===== src/rtl/uart_rx_word_assembler.sv =====
// uart_rx_word_assembler: packs DEPTH consecutive UART bytes into one
// parallel word; element 0 holds the first byte received.
//
// Ports:
//   clk, arst          clock, asynchronous active-high reset
//   up_valid/up_ready  byte handshake from the UART receiver
//   up_data            received byte
//   down_valid/ready   word handshake to the consumer
//   down_data          assembled word, element k = k-th byte
//   level              bytes currently held (0..DEPTH)
//   timeout_o          one-cycle pulse when a partial word is dropped
//
// Optional feature macro: UART_RX_ASM_TIMEOUT_EN enables the idle
// counter that discards a stale partial word after TIMEOUT cycles.
// Without it, partial words are held indefinitely and timeout_o is 0.

module uart_rx_word_assembler #(
    parameter int WIDTH   = 8,
    parameter int DEPTH   = 4,
    parameter int TIMEOUT = 1000
) (
    input  logic                          clk,
    input  logic                          arst,
    input  logic                          up_valid,
    output logic                          up_ready,
    input  logic [WIDTH-1:0]              up_data,
    output logic                          down_valid,
    input  logic                          down_ready,
    output logic [DEPTH-1:0][WIDTH-1:0]   down_data,
    output logic [$clog2(DEPTH+1)-1:0]    level,
    output logic                          timeout_o
);

    localparam int LW = $clog2(DEPTH+1);
    localparam int PW = $clog2(DEPTH);

    // Elaboration-time sanity check on the configuration.
    if (DEPTH < 2 || TIMEOUT < 2) begin : g_bad_params
        $error("uart_rx_word_assembler: DEPTH and TIMEOUT must be >= 2");
    end

    typedef enum logic {
        COLLECT = 1'b0,
        FULL    = 1'b1
    } state_t;

    state_t                        state;
    logic [PW-1:0]                 wr_ptr;
    logic [DEPTH-1:0][WIDTH-1:0]   buffer;

    // Handshake outputs come straight from the state register, so
    // neither up_valid nor down_ready can reach up_ready combinationally.
    assign up_ready   = (state == COLLECT);
    assign down_valid = (state == FULL);
    assign down_data  = buffer;

`ifdef UART_RX_ASM_TIMEOUT_EN

    localparam int CW = $clog2(TIMEOUT);

    logic [CW-1:0] idle_cnt;

    always_ff @(posedge clk or posedge arst) begin
        if (arst) begin
            state     <= COLLECT;
            wr_ptr    <= '0;
            level     <= '0;
            buffer    <= '0;
            timeout_o <= 1'b0;
            idle_cnt  <= '0;
        end else begin
            timeout_o <= 1'b0;
            unique case (state)
                COLLECT: begin
                    if (up_valid) begin
                        // An accepted byte always wins over expiry.
                        buffer[wr_ptr] <= up_data;
                        level          <= level + LW'(1);
                        idle_cnt       <= '0;
                        if (wr_ptr == PW'(DEPTH-1)) begin
                            wr_ptr <= '0;
                            state  <= FULL;
                        end else begin
                            wr_ptr <= wr_ptr + PW'(1);
                        end
                    end else if (level == '0) begin
                        idle_cnt <= '0;
                    end else if (idle_cnt == CW'(TIMEOUT-1)) begin
                        // Stale partial word: drop it and restart at
                        // element 0. Buffer contents are left as is.
                        wr_ptr    <= '0;
                        level     <= '0;
                        idle_cnt  <= '0;
                        timeout_o <= 1'b1;
                    end else begin
                        idle_cnt <= idle_cnt + CW'(1);
                    end
                end
                FULL: begin
                    idle_cnt <= '0;
                    if (down_ready) begin
                        state <= COLLECT;
                        level <= '0;
                    end
                end
                default: begin
                    state <= COLLECT;
                end
            endcase
        end
    end

`else

    always_ff @(posedge clk or posedge arst) begin
        if (arst) begin
            state  <= COLLECT;
            wr_ptr <= '0;
            level  <= '0;
            buffer <= '0;
        end else begin
            unique case (state)
                COLLECT: begin
                    if (up_valid) begin
                        buffer[wr_ptr] <= up_data;
                        level          <= level + LW'(1);
                        if (wr_ptr == PW'(DEPTH-1)) begin
                            wr_ptr <= '0;
                            state  <= FULL;
                        end else begin
                            wr_ptr <= wr_ptr + PW'(1);
                        end
                    end
                end
                FULL: begin
                    if (down_ready) begin
                        state <= COLLECT;
                        level <= '0;
                    end
                end
                default: begin
                    state <= COLLECT;
                end
            endcase
        end
    end

    assign timeout_o = 1'b0;

`endif

endmodule


===== config.mk =====
export PLATFORM = sky130hd
export DESIGN_NAME = uart_rx_word_assembler
export DESIGN_NICKNAME = d
export VERILOG_FILES = /design/src/rtl/uart_rx_word_assembler.sv
export SDC_FILE = /design/constraint.sdc
export NUM_CORES = 1
export LEC_CHECK = 0
export BUFFER_PORTS_ARGS = -buffer_cell sky130_fd_sc_hd__buf_2
export CORE_UTILIZATION = 30
export CTS_CLUSTER_SIZE = 12
export DETAILED_ROUTE_END_ITERATION = 6
export GPL_ROUTABILITY_DRIVEN = 0
export GPL_TIMING_DRIVEN = 0
export PLACE_DENSITY = 0.49
export SLEW_MARGIN = 10
export SYNTH_ARGS = -nofsm -noshare
export SYNTH_HDL_FRONTEND = slang
export SYNTH_SLANG_ARGS = --single-unit

===== constraint.sdc =====
create_clock -name clk -period 1.7 [get_ports clk]
set_input_delay 0.085 -clock clk [delete_from_list [all_inputs] [get_ports clk]]
set_output_delay 0.085 -clock clk [all_outputs]
set_load 0.01 [all_outputs]

-- Word level (Yosys, flattened, before mapping)
Index checks and enable logic that the tools add are counted.
- register bits after elaboration: 38
- input port bits: 12
- output and inout bits: 38
- logic and storage cells: 29
- $add $sub $neg: 2
- order comparisons: 2
- equality and inequality tests: 3
- mux-type cells: 11
- bitwise gates (word level): 1
- reduce and logical (&&, ||, !) cells: 3
- operator list (kind ; number):
    32-bit bitwise mux ; 1
    8-bit demux with 2-bit select ; 1
    8-bit 2-to-1 mux ; 1
    3-bit 2-to-1 mux ; 2
    3-bit case mux with 2 select lines ; 1
    2-bit != test, second input constant ; 2
    2-bit AND reduction ; 2
    3-bit by 1-bit adder with 3-bit output, second input constant ; 1
    2-bit by 3-bit less-than comparator with 1-bit output, second input constant ; 1
    1-bit 2-to-1 mux ; 3
    2-bit by 1-bit adder with 2-bit output, second input constant ; 1
    2-bit equality test, second input constant ; 1
    2-bit by 1-bit >= comparator with 1-bit output, second input constant ; 1
    2-bit 2-to-1 mux ; 1
    1-bit case mux with 2 select lines ; 1
    1-bit logical AND ; 1
    1-bit inverter ; 1

-- Longest topological paths before layout
- depth after elaboration: 5
- mapped depth: 4
- gate-level depth less buffers: 4

-- Least setup slack after synthesis
No wires, ideal clock.
- kind: register -> register
- start: reg state (netlist: down_valid)
- end: reg buffer, in the netlist down_data[24]
- library setup time: 0.125 ns
- data arrival time: 1.181 ns
- required time: 1.575 ns
- path slack: 0.394 ns
- cell stages (with the launch flop): 5
- buffers on the path: 1
- period minus slack after synthesis: 1.306 ns
- cells stage by stage: dfrtp_1 > nor2b_2 > buf_12 > nand2_8 > mux2_4
- longest elaborated chain between the ends: 2
- RTL lines (what ; RTL line ; RTL):
    from (decl) ; 47 ; state_t state;
    from (signal assigned) ; 117 ; state <= COLLECT;
    from (signal assigned) ; 129 ; state <= FULL;
    from (signal assigned) ; 137 ; state <= COLLECT;
    1-bit inverter (no line) ; -- ;
    2-bit AND reduction (no line) ; -- ;
    to (signal, indexed assignment) ; 125 ; buffer[wr_ptr] <= up_data;
    to (decl) ; 49 ; logic [DEPTH-1:0][WIDTH-1:0] buffer;
No other way between the ends.
A chain may end at the register's enable or synchronous reset.

-- Final worst setup path
- start: reg state (netlist: down_valid)
- end: reg buffer, in the netlist down_data[22]
Same word-level chain as after synthesis.

==> impl_metrics.toml <==
[placed_design]
hpwl_mm = 2.31
dp_cells = 221
io_buffers = 48

[critical_path]
cp_top_family = "flip-flops"
cp_max_fo = 10
crit_chain = "nor2b_2 > buf_12 > nand2_8 > mux2_4"
crit_type = "flop to flop"
critPathSlowestCell = "dfrtp_1"
required_ns = 1.87
worstPathArrival_ns = 1.54
slowest_delay_ns = 0.45
worst-path-buf-inv = 1
crit_path_start_kind = "flop"
cp-end-kind = "flop"

[cells_and_area]
layout-drive-gt1-share_pct = 61.1
nNetsFinal = 175
antenna_cells = 0
nFillCells = 534
area_delta_synth_final_pct = 25.3
fin_cells = 229

[drt]
wl_per_cell_um = 14.5
dr.pass1.iters = 2
met1_length_mm = 1.57
first_iter_violations = 34
drc = 0
via_count = 989
via_per_inst = 4.32
wl_met2_mm = 1.50
ant_nets = 0
topRoutingLayerUsed = "met4"
dr_wl_met3_um = 213
wirelength_mm = 3.33

[cts]
postCtsSetupRepairBufs = 0
cts_tree = "built"
clk_path_buf_depth = 2
insertion_delay_ns = 0.29
cts_hold_buf = 2
h-tree-depth = 2
cts-buffers-inserted = 5
clkTransAtPathRegs_ns = 0.08
cts_resized = 0
cts_sinks = 38
clockRootBuffer = "clkbuf_8"

[pwr]
power_switching_w = 0.00141
power_density_mw_per_mm2 = 1950
p_clk_share_pct = 14.6
p_leak_nw = 1.12
vdd.ir_drop.worst_v = 0.000621
p_int_w = 0.00278
p_sw_share_pct = 33.7
p_seq_share_pct = 39.0
p_total_w = 0.00419
combPwrFrac_pct = 46.3

[timing]
worstMarginPinSlew_ns = 0.792
hold_ws_ns = 0.0787
finalHoldViolCount = 0
period_share_pct = 80.7
maxSlewHeadroom_pct = 47.1
fin_tns_setup_ns = 0
finalSetupViolations = 0
finClkSkew_ns = 0.00986
maxSlewViolCount = 0
rsz0062_at_grt = "no"
fmax_mhz = 729
post-route-min-period_ns = 1.37

[die]
dieWidth_um = 77.5
die_area_mm2 = 0.00601
core_area_mm2 = 0.00551
die_y_um = 77.5
fp-row-count = 27
ios = 50
initial_core_util_pct = 31.1

[synth]
synthCells = 101
yosysUniqueCellTypes = 18
ys_ff_latch = 38
ys_seq_area_share_pct = 55.6
yosysWarnings = 0
syn_area_mm2 = 0.00171
syn_nets = 118
synthesis.area_per_instance_um2 = 16.9

[global_route]
grt_pass1_vias = 1023
grt_first_pass_wirelength_mm = 5.42
globalRouteOverflowTotal = 0
grt_usage_pct = 12.3
antenna_found_initial = 0
grt_max_degree = 39

[run]
maxCapViolations = 0

[worst_hold_path]
hold_class = "primary input to flop"

[outcome]
status = "completed"
-- power groups by stage --
stage	sequential, W	combinational, W	clock [W]
final	0.00164	0.00194	0.000613
after global routing	0.00170	0.00209	0.000680
after detailed placement	0.00166	0.00197	0
after floorplan	0.00183	0.00113	0
after CTS	0.00164	0.00199	0.000636
after global placement	0.00164	0.00193	0
-- layout by cell type (no fill, tap or decap), types with 2 or more instances in the layout --
master / synthesis / final
o21ai_0: 4 / 4
nand2_8: 4 / 4
buf_2: 0 / 48
dlygate4sd3_1: 0 / 2
dfrtp_1: 38 / 38
inv_1: 4 / 3
mux2_4: 32 / 32
nand2_1: 3 / 3
clkbuf_8: 0 / 6
ha_1: 5 / 5
-- stage by stage --
stage / area (um^2) / setup WS (ns) / util [%]
global placement: 2040 / 0.277 / 37.1
global route: 2140 / 0.253 / 38.9
CTS: 2140 / 0.302 / 38.9
floorplan: 1710 / 0.394 / -
finish: 2140 / 0.328 / 38.9
detailed placement: 2040 / 0.329 / 37.1
-- cell type report --
cell class	instances	area, um^2	area share (%)
Buffer	2	27.5	1.28
Tap cell	72	90.1	4.20
Timing Repair Buffer	50	260	12.1
Inverter	4	15.0	0.700
Multi-Input combinational cell	57	718	33.5
Clock buffer	6	82.6	3.85
Sequential cell	38	951	44.3
-- synthesized netlist by cell type, drive strengths merged --
cell type | number | area share, %
o21bai | 1 | 0.44
a22o | 1 | 0.58
mux2 | 33 | 29
o21ai | 4 | 1.2
inv | 4 | 0.88
dfrtp | 38 | 56
buf | 2 | 1.6
nand2 | 7 | 5.3
ha | 5 | 3.7
conb | 1 | 0.22
nor2 | 1 | 0.22
o31ai | 1 | 0.44
nor2b | 2 | 0.88
a21oi | 1 | 0.29
-- per-layer routing --
layer | track usage, % | vias to the layer above
met2 | 18.7 | 41
met4 | 5.09 | 0
li1 | - | 459
met1 | 15.4 | 482
met5 | 0 | -
met3 | 5.06 | 7
-- logic make-up after synthesis --
| group | Yosys count | synth area share (%) |
|---|---|---|
| simple gates | 10 | 6.43 |
| mux | 33 | 28.7 |
| compound gates | 8 | 2.92 |
| flops | 38 | 55.6 |
| buf+inv | 6 | 2.49 |
| fa+ha+maj | 5 | 3.65 |
| other cells | 1 | 0.219 |
-- registers in the layout, summed over array words and instances (netlist names) --
name	cells
down_data	32
down_valid	1
level	3
wr_ptr	2
-- worst paths after layout --
kind / to / start / slack (ns) / cells past startpoint
min in group asynchronous: down_valid / arst / 0.49 / 3
min reg2reg: level[2] / level[2] / 0.49 / 1
min: down_data[13] / up_data[5] / 0.08 / 2
max: down_data[22] / down_valid / 0.33 / 4
max in group asynchronous: down_data[7] / arst / 0.70 / 3
max reg2reg: down_data[22] / down_valid / 0.33 / 4
Power figures use the tool's default switching activity.
